`src/rtl/uart_char_rx.sv`:
```
// 8N1 serial character receiver: synchronizes and oversamples i_rx, frames bytes
// LSB-first and strobes each good byte (o_finished) or a bad stop bit (o_frame_err).
module uart_char_rx #(
    parameter int unsigned CLKS_PER_BIT = 10417
) (
    input  logic       i_clk,
    input  logic       i_rst,
    input  logic       i_rx,
    output logic [7:0] o_char,
    output logic       o_finished,
    output logic       o_frame_err,
    output logic       o_busy
);

    localparam int unsigned CNT_W = $clog2(CLKS_PER_BIT);
    localparam int unsigned HALF  = CLKS_PER_BIT / 2;
    localparam logic [CNT_W-1:0] HALF_M1  = CNT_W'(HALF - 1);
    localparam logic [CNT_W-1:0] BIT_LAST = CNT_W'(CLKS_PER_BIT - 1);

    typedef enum logic [2:0] {
        IDLE      = 3'd0,
        START     = 3'd1,
        DATA      = 3'd2,
        STOP      = 3'd3,
        WAIT_HIGH = 3'd4
    } state_e;

    state_e           state_q, state_d;
    logic             sync_q, rx_s_q;
    logic [CNT_W-1:0] cnt_q, cnt_d;
    logic [7:0]       shift_q, shift_d;
    logic [2:0]       bit_q, bit_d;
    logic [7:0]       char_q, char_d;
    logic             finished_q, finished_d;
    logic             frame_err_q, frame_err_d;
    logic             busy_q, busy_d;

    logic tick_half_c;
    logic tick_bit_c;

    assign tick_half_c = (cnt_q == HALF_M1);
    assign tick_bit_c  = (cnt_q == BIT_LAST);

    // State and datapath registers; the synchronizer idles high so reset is not a start edge.
    always_ff @(posedge i_clk or negedge i_rst) begin
        if (!i_rst) begin
            sync_q      <= 1'b1;
            rx_s_q      <= 1'b1;
            state_q     <= IDLE;
            cnt_q       <= '0;
            shift_q     <= 8'h00;
            bit_q       <= 3'd0;
            char_q      <= 8'h00;
            finished_q  <= 1'b0;
            frame_err_q <= 1'b0;
            busy_q      <= 1'b0;
        end else begin
            sync_q      <= i_rx;
            rx_s_q      <= sync_q;
            state_q     <= state_d;
            cnt_q       <= cnt_d;
            shift_q     <= shift_d;
            bit_q       <= bit_d;
            char_q      <= char_d;
            finished_q  <= finished_d;
            frame_err_q <= frame_err_d;
            busy_q      <= busy_d;
        end
    end

    // Next-state logic; STOP returns to IDLE at mid stop bit so a following start edge is not missed.
    always_comb begin
        state_d = state_q;
        unique case (state_q)
            IDLE:      if (!rx_s_q) state_d = START;
            START:     if (tick_half_c) state_d = rx_s_q ? IDLE : DATA;
            DATA:      if (tick_bit_c && (bit_q == 3'd7)) state_d = STOP;
            STOP:      if (tick_bit_c) state_d = rx_s_q ? IDLE : WAIT_HIGH;
            WAIT_HIGH: if (rx_s_q) state_d = IDLE;
            default:   state_d = IDLE;
        endcase
    end

    // Counter, shifter and registered output values.
    always_comb begin
        cnt_d       = cnt_q + CNT_W'(1);
        shift_d     = shift_q;
        bit_d       = 3'd0;
        char_d      = char_q;
        finished_d  = 1'b0;
        frame_err_d = 1'b0;
        busy_d      = (state_d == START) || (state_d == DATA) || (state_d == STOP);

        if ((state_d != state_q) || ((state_q == DATA) && tick_bit_c)) begin
            cnt_d = '0;
        end

        if (state_q == DATA) begin
            bit_d = bit_q;
            if (tick_bit_c) begin
                shift_d = {rx_s_q, shift_q[7:1]};
                bit_d   = bit_q + 3'd1;
            end
        end

        if ((state_q == STOP) && tick_bit_c) begin
            if (rx_s_q) begin
                char_d     = shift_q;
                finished_d = 1'b1;
            end else begin
                frame_err_d = 1'b1;
            end
        end
    end

    assign o_char      = char_q;
    assign o_finished  = finished_q;
    assign o_frame_err = frame_err_q;
    assign o_busy      = busy_q;

endmodule

```
`config.mk`:
```
export PLATFORM = sky130hd
export DESIGN_NAME = uart_char_rx
export DESIGN_NICKNAME = d
export VERILOG_FILES = /design/src/rtl/uart_char_rx.sv
export SDC_FILE = /design/constraint.sdc
export NUM_CORES = 1
export LEC_CHECK = 0
export CAP_MARGIN = 40
export CORE_AREA = 4 4 72 74
export DETAILED_ROUTE_END_ITERATION = 16
export DIE_AREA = 0 0 76 78
export PLACE_DENSITY = 0.7
export SLEW_MARGIN = 10
export SYNTH_ARGS = -nofsm -noshare
export SYNTH_HDL_FRONTEND = slang
export SYNTH_SLANG_ARGS = --single-unit
```
`constraint.sdc`:
```
create_clock -name i_clk -period 2.2 [get_ports i_clk]
set_input_delay 0.55 -clock i_clk [delete_from_list [all_inputs] [get_ports i_clk]]
set_output_delay 0.55 -clock i_clk [all_outputs]
set_load 0.01 [all_outputs]
```
==> run metrics <==
die footprint=0.00593 mm²; Worst EP required=2.38 ns; Routed Antenna Nets=0; final WL=3360 µm; Ys Warns=0; layout cells sized above 1=23.4%; share of the synthesized area in the top cell type=47.6%; maximum vdd drop=0.345 mV; register area share after synthesis=50.2%; flops & latches, synth=41; Die X=76 µm; Post-CTS Setup Bufs=0; final net count=203; CTS Hold Bufs=0; DR WL/cell=13.4 µm; R2R setup slack=0.25 ns; GRT Util Overall=13.1%; pin count of the biggest net entering global routing=18; Worst Path Class, Setup=register to register; row count=25; Max Clock Freq=0.512 GHz; Critical Path, Cell by Cell=inv_1 > ha_1 > and4bb_2 > nand4_1 > nor2_2 > mux2_2; clock root buffer=clkbuf_8; count leader, synth=dfrtp_1; cell taking the most area after synthesis=dfrtp_1; syn_area_per_cell=11.6 µm²; post-synthesis cell area=0.00205 mm²; Worst-path clk slew=0.08 ns; number of global-route vias before repair=1286; Pre-antenna DRT Iters=4; slowest CP cell=dfrtp_1; worst reg2reg path startpoint=cnt_q[0]; Port Buffer Count=13; fin crit share=88.8%; worst path arrival time=2.14 ns; critical path startpoint category=register; clock buffer depth=2; pwr dens=589 mW/mm²; starting density of the core=44.5%; RR Endpoint=shift_q[0]; CTS tree=built; Async SR Flop Fraction=100%; post-layout minimum cycle time=1.95 ns; # setup viols final=0; outcome=completed; DRT iter0 DRCs=54; clk_lat worst skew=0.30 ns; Synthesized Nets=183; GPL Wtd Cong=0.753; most frequent cells after synthesis=dfrtp_1 (39), nand2_1 (22), nor2_2 (11); Sink Count=41; Die Y=78 µm; hold slack final=0.166 ns; area grow syn2layout=14.8%; number of synthesized flops with an enable pin=0; Pins Over Slew Limit=0; Max-slew headroom=67.7%; CTS resizes=0; initial antenna violation count=0; Post-synth top flop=dfrtp_1; GRT Residual Overflow=0; setup TNS=0 ns; cell family with most CP delay=simple AND/OR/NAND/NOR gates; synth unique cells=51; clock skew=0.00526 ns; CP endpoint kind=register; htree depth=2; min-delay worst type=input port to async pin; core area=0.00460 mm²; Hold Violations, Final=0; unrepaired setup endpoints after global routing=no; Top Ports=14; R2R cell count=6; first-pass GRT wire length=6150 µm; critical path's largest stage delay=0.41 ns; max cap viols=0; Post-DP HPWL=2400 µm; Slew @ Worst Pin=0.484 ns; CTS Buf Count=5; DRC=0; critical path peak fanout=8; Area contributors post-synth=dfrtp_1 (48%), mux2_1 (4.4%), mux2_2 (4.4%), nand2_1 (4.0%), xnor2_1 (3.8%); DR vias=1293; via density per instance=5.15; antenna diode instance count=0; leak pwr=1.05 nW; worst path bufs/invs=1; cells after synthesis=176
cell usage in the layout (no fill, tap or decap), types with 5 or more instances in the layout:
cell	count
dfrtp_1	39
nand2_1	22
clkdlybuf4s50_1	12
nor2_2	11
nor2_1	10
xnor2_1	9
mux2_2	8
mux2_1	8
inv_1	6
nand3_1	6
clkbuf_8	5
routing by layer:
metal	wire (µm)	GRT usage, %
met4	68	5.87
met3	76	3.83
met2	1620	20.7
met5	0	0
met1	1600	16.7
cell type report:
type                    count  area (µm²)
well taps                  54        67.6
clock buffers               5        68.8
fillers                   406        2250
clock inverters             3        46.3
multi-input cells         125         950
flip-flops and latches     41        1030
repair buffers             17         168
inverters                   6        22.5
kinds of logic (layout without fill, tap and decap cells):
logic type / Yosys count / count (layout) / synth area share (%)
muxes: 17 / 17 / 9.29
buffers and inverters: 10 / 31 / 3.42
DFF: 41 / 41 / 50.2
adders and majority gates: 4 / 4 / 2.44
and+or+nand+nor: 78 / 78 / 23.3
xor gates and xnor gates: 13 / 13 / 5.56
AOI/OAI and AO/OA: 13 / 13 / 5.74
per-stage QoR:
step	power (mW)	utilization [%]	setup slack [ns]	instance area, µm²	instances
2_1_floorplan	0.773	-	0.338	2050	176
3_3_place_gp	0.795	48.6	0.289	2240	243
3_5_place_dp	0.795	48.6	0.235	2240	243
4_1_cts	1.41	51.1	0.206	2350	251
5_1_grt	1.45	51.1	0.0525	2350	251
6_report	1.38	51.1	0.247	2350	251
flip-flops by register name, summed over array words and instances, names as in the netlist, 3 cells and up:
name,count
cnt_q,14
o_char,8
shift_q,8
bit_q,3
state_q,3
report_power, final:
group          switching [mW]  total, mW  internal (mW)
combinational          0.0146     0.0193        0.00473
sequential            0.00254      0.759          0.756
clock                   0.267      0.606          0.339
worst max-delay path by stage:
stage | startpoint | to | slack (ns) | cells after the start
detailed placement | cnt_q[0] | shift_q[4] | 0.24 | 6
floorplan | cnt_q[0] | cnt_q[10] | 0.34 | 9
finish | cnt_q[0] | shift_q[0] | 0.25 | 6
global route | cnt_q[0] | shift_q[3] | 0.05 | 6
CTS | cnt_q[0] | shift_q[0] | 0.21 | 6
global placement | cnt_q[0] | shift_q[4] | 0.29 | 6
No activity file was read; power rests on OpenSTA's default activity.
